===== config.mk =====
export PLATFORM = sky130hd
export DESIGN_NAME = gmii_tx_sched
export DESIGN_NICKNAME = d
export VERILOG_FILES = /design/src/rtl/gmii_tx_pkg.sv /design/src/rtl/gmii_sched_timer.sv /design/src/rtl/gmii_tx_sched.sv
export SDC_FILE = /design/constraint.sdc
export NUM_CORES = 1
export LEC_CHECK = 0
export BUFFER_PORTS_ARGS = -buffer_cell sky130_fd_sc_hd__buf_4
export CORE_UTILIZATION = 30
export DETAILED_ROUTE_END_ITERATION = 7
export MAX_ROUTING_LAYER = met4
export REMOVE_ABC_BUFFERS = 1
export SETUP_SLACK_MARGIN = 0.15
export SLEW_MARGIN = 20
export SYNTH_ARGS = -nofsm -noshare
export SYNTH_HDL_FRONTEND = slang
export SYNTH_SLANG_ARGS = --single-unit

===== constraint.sdc =====
create_clock -name tx_clk -period 3.2 [get_ports tx_clk]
set_input_delay 0.96 -clock tx_clk [delete_from_list [all_inputs] [get_ports tx_clk]]
set_output_delay 0.96 -clock tx_clk [all_outputs]
set_load 0.05 [all_outputs]

===== src/rtl/gmii_tx_pkg.sv =====
// Shared definitions for the GMII transmit path: scheduler states, packet-type codes
// and timing defaults used by both the scheduler and the tx engine.
package gmii_tx_pkg;

  typedef enum logic [1:0] {
    IDLE  = 2'd0,
    START = 2'd1,
    FRAME = 2'd2,
    GAP   = 2'd3
  } sched_state_e;

  localparam logic [7:0]  PKT_VIDEO   = 8'h00;
  localparam logic [7:0]  PKT_AUDIO   = 8'h01;
  localparam int unsigned IFG_DEFAULT = 12;
  localparam int unsigned TMR_W       = 16;

  // IP identification advances by one per completed frame and wraps naturally.
  function automatic logic [15:0] iden_next(input logic [15:0] iden);
    return iden + 16'd1;
  endfunction

endpackage


===== src/rtl/gmii_sched_timer.sv =====
// Loadable up-counter that stops at, and flags, a programmable terminal value.
// Used for the frame watchdog and the inter-frame gap.
module gmii_sched_timer #(
  parameter int unsigned W = 16
) (
  input  logic         clk_i,
  input  logic         rst_n_i,
  input  logic         load_i,
  input  logic [W-1:0] load_val_i,
  input  logic         en_i,
  input  logic [W-1:0] term_val_i,
  output logic         term_o
);

  logic [W-1:0] cnt_q;
  logic [W-1:0] cnt_d;

  assign term_o = (cnt_q == term_val_i);

  // Next count: load wins, otherwise count up until the terminal value.
  always_comb begin
    cnt_d = cnt_q;
    if (load_i) begin
      cnt_d = load_val_i;
    end else if (en_i && !term_o) begin
      cnt_d = cnt_q + W'(1);
    end else begin
      cnt_d = cnt_q;
    end
  end

  // Count register.
  always_ff @(posedge clk_i) begin
    if (!rst_n_i) begin
      cnt_q <= {W{1'b0}};
    end else begin
      cnt_q <= cnt_d;
    end
  end

endmodule


===== src/rtl/gmii_tx_sched.sv =====
// gmii_tx_sched: arbitrates the GMII tx path between video and audio, with IFG and watchdog.
// Build macro GMII_TX_SCHED_STATS_EN adds per-source frame and drop counters.
module gmii_tx_sched
  import gmii_tx_pkg::*;
#(
  parameter int unsigned VIDEO_BURST      = 4,
  parameter int unsigned AUDIO_TIMEOUT    = 1024,
  parameter int unsigned IFG_CYCLES       = IFG_DEFAULT,
  parameter int unsigned MAX_FRAME_CYCLES = 4095
) (
  input  logic        tx_clk,
  input  logic        sys_rst_n,
  input  logic        vid_req,
  input  logic        aud_req,
  input  logic        tx_done,
  input  logic        err_clr,
  output logic        tx_start,
  output logic [7:0]  tx_sel,
  output logic [15:0] tx_iden,
  output logic        vid_gnt,
  output logic        aud_gnt,
  output logic        busy,
  output logic        err_timeout
`ifdef GMII_TX_SCHED_STATS_EN
  ,
  output logic [15:0] vid_frames,
  output logic [15:0] aud_frames,
  output logic [15:0] drop_frames
`endif
);

  localparam int unsigned       SW       = $clog2(VIDEO_BURST + 1);
  localparam int unsigned       WW       = $clog2(AUDIO_TIMEOUT + 1);
  localparam logic [SW-1:0]     BURST_L  = SW'(VIDEO_BURST);
  localparam logic [WW-1:0]     WAIT_L   = WW'(AUDIO_TIMEOUT);
  localparam logic [TMR_W-1:0]  WD_TERM  = TMR_W'(MAX_FRAME_CYCLES);
  localparam logic [TMR_W-1:0]  GAP_TERM = TMR_W'(IFG_CYCLES - 1);

  sched_state_e  state_q, state_d;
  logic [SW-1:0] streak_q, streak_d;
  logic [WW-1:0] wait_q, wait_d;
  logic [7:0]    sel_q, sel_d;
  logic [15:0]   iden_q, iden_d;
  logic          start_q, start_d, busy_q, busy_d, err_q, err_d;
  logic          vgnt_q, vgnt_d, agnt_q, agnt_d;
  logic          grant_vid_s, grant_aud_s, done_s, tmo_s, wd_term_s, gap_term_s;

  // Watchdog starts from zero in START; the gap timer starts from zero on entering GAP.
  gmii_sched_timer #(.W(TMR_W)) u_wdog (
    .clk_i      (tx_clk),
    .rst_n_i    (sys_rst_n),
    .load_i     (grant_vid_s | grant_aud_s),
    .load_val_i ({TMR_W{1'b0}}),
    .en_i       ((state_q == START) || (state_q == FRAME)),
    .term_val_i (WD_TERM),
    .term_o     (wd_term_s)
  );

  gmii_sched_timer #(.W(TMR_W)) u_gap (
    .clk_i      (tx_clk),
    .rst_n_i    (sys_rst_n),
    .load_i     (done_s | tmo_s),
    .load_val_i ({TMR_W{1'b0}}),
    .en_i       (state_q == GAP),
    .term_val_i (GAP_TERM),
    .term_o     (gap_term_s)
  );

  // Arbitration and state sequencing.
  always_comb begin
    state_d     = state_q;
    grant_vid_s = 1'b0;
    grant_aud_s = 1'b0;
    done_s      = 1'b0;
    tmo_s       = 1'b0;
    case (state_q)
      IDLE: begin
        if (vid_req && aud_req) begin
          if ((wait_q == WAIT_L) || (streak_q >= BURST_L)) begin
            grant_aud_s = 1'b1;
          end else begin
            grant_vid_s = 1'b1;
          end
        end else if (aud_req) begin
          grant_aud_s = 1'b1;
        end else if (vid_req) begin
          grant_vid_s = 1'b1;
        end else begin
          grant_vid_s = 1'b0;
        end
        if (grant_vid_s || grant_aud_s) begin
          state_d = START;
        end else begin
          state_d = IDLE;
        end
      end
      START: state_d = FRAME;
      FRAME: begin
        // A done coincident with expiry counts as a completed frame.
        if (tx_done) begin
          done_s  = 1'b1;
          state_d = GAP;
        end else if (wd_term_s) begin
          tmo_s   = 1'b1;
          state_d = GAP;
        end else begin
          state_d = FRAME;
        end
      end
      GAP: begin
        if (gap_term_s) begin
          state_d = IDLE;
        end else begin
          state_d = GAP;
        end
      end
      default: state_d = IDLE;
    endcase
  end

  // Next values for the registered outputs and fairness counters.
  always_comb begin
    start_d  = (state_d == START);
    busy_d   = (state_d != IDLE);
    sel_d    = sel_q;
    vgnt_d   = vgnt_q;
    agnt_d   = agnt_q;
    streak_d = streak_q;
    if (grant_aud_s) begin
      sel_d    = PKT_AUDIO;
      agnt_d   = 1'b1;
      streak_d = {SW{1'b0}};
    end else if (grant_vid_s) begin
      sel_d  = PKT_VIDEO;
      vgnt_d = 1'b1;
      if (streak_q != BURST_L) begin
        streak_d = streak_q + SW'(1);
      end else begin
        streak_d = streak_q;
      end
    end else if (done_s || tmo_s) begin
      vgnt_d = 1'b0;
      agnt_d = 1'b0;
    end else begin
      sel_d = sel_q;
    end
    iden_d = done_s ? iden_next(iden_q) : iden_q;
    if (tmo_s) begin
      err_d = 1'b1;
    end else if (err_clr) begin
      err_d = 1'b0;
    end else begin
      err_d = err_q;
    end
    // Audio ages only while it is waiting, not while it owns the path.
    if (grant_aud_s || !aud_req) begin
      wait_d = {WW{1'b0}};
    end else if (!agnt_q && (wait_q != WAIT_L)) begin
      wait_d = wait_q + WW'(1);
    end else begin
      wait_d = wait_q;
    end
  end

  // State and output registers.
  always_ff @(posedge tx_clk) begin
    if (!sys_rst_n) begin
      state_q  <= IDLE;
      streak_q <= {SW{1'b0}};
      wait_q   <= {WW{1'b0}};
      sel_q    <= 8'h00;
      iden_q   <= 16'h0000;
      start_q  <= 1'b0;
      busy_q   <= 1'b0;
      err_q    <= 1'b0;
      vgnt_q   <= 1'b0;
      agnt_q   <= 1'b0;
    end else begin
      state_q  <= state_d;
      streak_q <= streak_d;
      wait_q   <= wait_d;
      sel_q    <= sel_d;
      iden_q   <= iden_d;
      start_q  <= start_d;
      busy_q   <= busy_d;
      err_q    <= err_d;
      vgnt_q   <= vgnt_d;
      agnt_q   <= agnt_d;
    end
  end

  assign tx_start    = start_q;
  assign tx_sel      = sel_q;
  assign tx_iden     = iden_q;
  assign vid_gnt     = vgnt_q;
  assign aud_gnt     = agnt_q;
  assign busy        = busy_q;
  assign err_timeout = err_q;

`ifdef GMII_TX_SCHED_STATS_EN
  logic [15:0] vid_cnt_q, aud_cnt_q, drop_cnt_q;

  // Wrapping frame statistics.
  always_ff @(posedge tx_clk) begin
    if (!sys_rst_n) begin
      vid_cnt_q  <= 16'h0000;
      aud_cnt_q  <= 16'h0000;
      drop_cnt_q <= 16'h0000;
    end else begin
      if (done_s && vgnt_q) vid_cnt_q <= vid_cnt_q + 16'd1;
      if (done_s && agnt_q) aud_cnt_q <= aud_cnt_q + 16'd1;
      if (tmo_s) drop_cnt_q <= drop_cnt_q + 16'd1;
    end
  end

  assign vid_frames  = vid_cnt_q;
  assign aud_frames  = aud_cnt_q;
  assign drop_frames = drop_cnt_q;
`endif

endmodule


==> results by group <==
Critical path
  • Critical Path AT: 2430 ps
  • Worst setup SP type: register
  • Crit Path Max Fanout: 16
  • WP data required: roughly 3400 ps
  • R2r worst-path depth: 5
  • CP Class: reg2reg
  • CP Launch Point: u_wdog.cnt_q[14]
  • R2R setup slack: just under 1000 ps
  • Reg2reg start: u_wdog.cnt_q[14]
  • Crit path capture type: register
  • R2r endpoint: u_gap.cnt_q[13]

Global route
  • Vias in the first global route: 2550
  • Total Routing Usage GR: between 10% and 20%
  • Global-route wire length before repair: around 11000 microns
  • Grt ovf: 0
  • Antenna violations before repair: 0
  • Largest net degree at the start of global routing: 22

Clocking
  • Worst skew pair latency: 340 ps
  • CTS tree: yes
  • H-tree depth: 3
  • CTS buffer count: 9
  • Maximum buffer depth of the clock tree: 2
  • Clock transition at path regs: 70 ps
  • Num Clock Sinks: 70
  • Post-cts resize count: 0
  • Clock root cell: clkbuf_8
  • Post-CTS Setup Bufs: 0
  • Hold-fix buffers, CTS: 0

Yosys
  • Synth top area share: between 40% and 50%
  • Synth area leader: dfxtp_1
  • Sequential area share after synthesis: between 40% and 50%
  • Yosys warning total: 0
  • EDFF count, synth: 0
  • Cell count after synthesis: 381
  • Async S/R FF share, synth: 0%
  • Netlist cell types: 46
  • Synth top area cells: dfxtp_1, xor2_1, nor2_1
  • Synth Cell Area: ~3300 sq um
  • Synth Area per Inst: between 8 and 9 sq um
  • Primary FF master, synth: dfxtp_1
  • Flops & latches, synth: 70

Drt
  • WL/cell: between 10 and 15 microns
  • First drt pass iteration count: 4
  • Drt initial violations: between 80 and 90
  • Final WL: approximately 6500 microns
  • Residual DRC: 0
  • Post-DRT Antenna Nets: 0
  • Routed via count: about 2600
  • Via density per instance: ~4.8

Finish
  • Fin cells: roughly 560
  • Ratio of cells with drive above 1 in the final layout: roughly an eighth
  • Multi-input logic area: 1820 sq um
  • Fin area: between 3000 and 4000 sq um
  • Register area: approximately 1400 sq um
  • Core Util, Final: a little over a third
  • P&R area growth vs syn: 13.6%
  • Fill cells: about 1100
  • # nets final: between 400 and 500
  • Diodes inserted: 0

Timing
  • Final period util: 69.5%
  • Worst setup margin: roughly 980 ps
  • F_max: 0.450 GHz
  • Relative slew slack: around 60%
  • Setup Skew: between 9 and 10 ps
  • Clock period minus worst slack: roughly 2200 ps
  • Setup_tns: 0 ps
  • Final Hold Viols: 0
  • Hold slack: ~470 ps
  • Pins over their slew limit: 0
  • Endpoints failing setup: 0
  • RSZ-0062 raised after global routing: no
  • Worst Tran Pin Value: just under 600 ps

Placed design
  • Placed cell count: between 500 and 600
  • Place WS: 712 ps
  • Routability congestion estimate: about 0.76
  • Hpwl dp: roughly 4600 microns
  • Total placed instance area: around 3600 sq um
  • I/O Buffers: 27

Min path
  • Hold path startpoint: u_gap.cnt_q[1]
  • Hold crit path type: reg2reg
  • Worst hold endpoint: u_gap.cnt_q[1]
  • Hold depth: 2

Power and ir drop
  • Power Total: ~1.8 mW
  • Maximum vdd drop: 0.216 mV
  • Power Density: roughly 470 nW/um^2
  • Leak: around 1.4 nW

Floorplan
  • Number of cell rows: 38
  • # IOs: 35
  • Core Area: 10800 sq um
  • Die area: between 10000 and 15000 sq um
  • Die H: about 110 microns
  • Initial Utilization: 30.9%
  • Chip Width: 108 microns

Status
  • Run status: completed

Flow run
  • MaxCap Viol Count: 0
==> Yosys cell counts (all sizes together) (3+ instances only) <==
master and instances:
nor3 7, or4 3, and4 9, a21oi 13, nor2 65, and2 7, or3 5, xnor2 20
nor4 5, nand4 14, nand3 16, nand2 28, dfxtp 70, ha 11, and3 14, o211ai 3
clkbuf 5, inv 12, o21ai 11, buf 10, xor2 32
==> worst max path at each step <==
stage,depth (start not counted),slack [ps],end
6_report,5,980,u_gap.cnt_q[13]
5_1_grt,5,760,u_gap.cnt_q[13]
4_1_cts,6,940,u_gap.cnt_q[5]
3_5_place_dp,6,710,tx_iden[12]
3_3_place_gp,6,740,tx_iden[12]
2_1_floorplan,5,950,tx_iden[14]
==> critical path: stages (launching register included) <==
cell and delay, ps:
dfxtp_1 350, or4_4 590, nor4_1 280, o21ai_0 260, nand2_1 490, nor2_1 120
==> cell type report <==
class / count / share of cell area [%]
Clock buffer: 11 / 3.45
Clock inverter: 4 / 0.657
Inverter: 12 / 1.18
Multi-Input combinational cell: 290 / 47.8
Sequential cell: 70 / 36.8
Tap cell: 140 / 4.60
Timing Repair Buffer: 28 / 5.52
==> cells by family after synthesis <==
| logic type | count (synthesis) | synth area share (%) |
|---|---|---|
| AO/OA/AOI/OAI | 37 | 7.43 |
| XOR/XNOR | 52 | 13.6 |
| adder cells (fa/ha/maj) | 11 | 4.11 |
| buffers and inverters | 27 | 4.56 |
| flip-flops | 70 | 41.8 |
| multiplexers | 1 | 0.299 |
| other | 1 | 0.112 |
| AND/OR/NAND/NOR | 182 | 28.1 |
==> per-layer routing <==
layer	track usage (%)	wire length (microns)	vias up
li1	-	-	1362
met1	15.3	3260	1237
met2	19.7	2910	35
met3	3.45	221	10
met4	4.31	75	0
met5	-	0	-
==> layout by cell type (no fill, tap or decap), types with 3 or more instances in the layout <==
| cell | n |
|---|---|
| and2_1 | 6 |
| nor2_1 | 65 |
| conb_1 | 7 |
| nand2_1 | 27 |
| nand4_1 | 14 |
| and3_1 | 14 |
| nor3_1 | 6 |
| ha_1 | 11 |
| and4_1 | 9 |
| nand3_1 | 16 |
| xnor2_1 | 20 |
| xor2_1 | 32 |
| dfxtp_1 | 70 |
| o21ai_0 | 11 |
| a21oi_1 | 13 |
| buf_4 | 28 |
| nor4_1 | 5 |
| clkbuf_8 | 9 |
| o211ai_1 | 3 |
| or3_1 | 5 |
| inv_1 | 12 |
==> power by group <==
| part | internal [mW] | leakage, nW | switching [mW] |
|---|---|---|---|
| Clock | 0.275 | 0.0752 | 0.325 |
| Sequential | 0.899 | 0.566 | 0.0221 |
| Combinational | 0.0781 | 0.790 | 0.176 |
==> state kept, by name (all words and copies together) (netlist names) <==
name,count
busy,1
aud_gnt,1
streak_q,3
tx_iden,16
state_q,2
tx_sel,1
err_timeout,1
u_gap.cnt_q,16
u_wdog.cnt_q,16
wait_q,11
vid_gnt,1
tx_start,1
No activity file was read; power rests on OpenSTA's default activity.
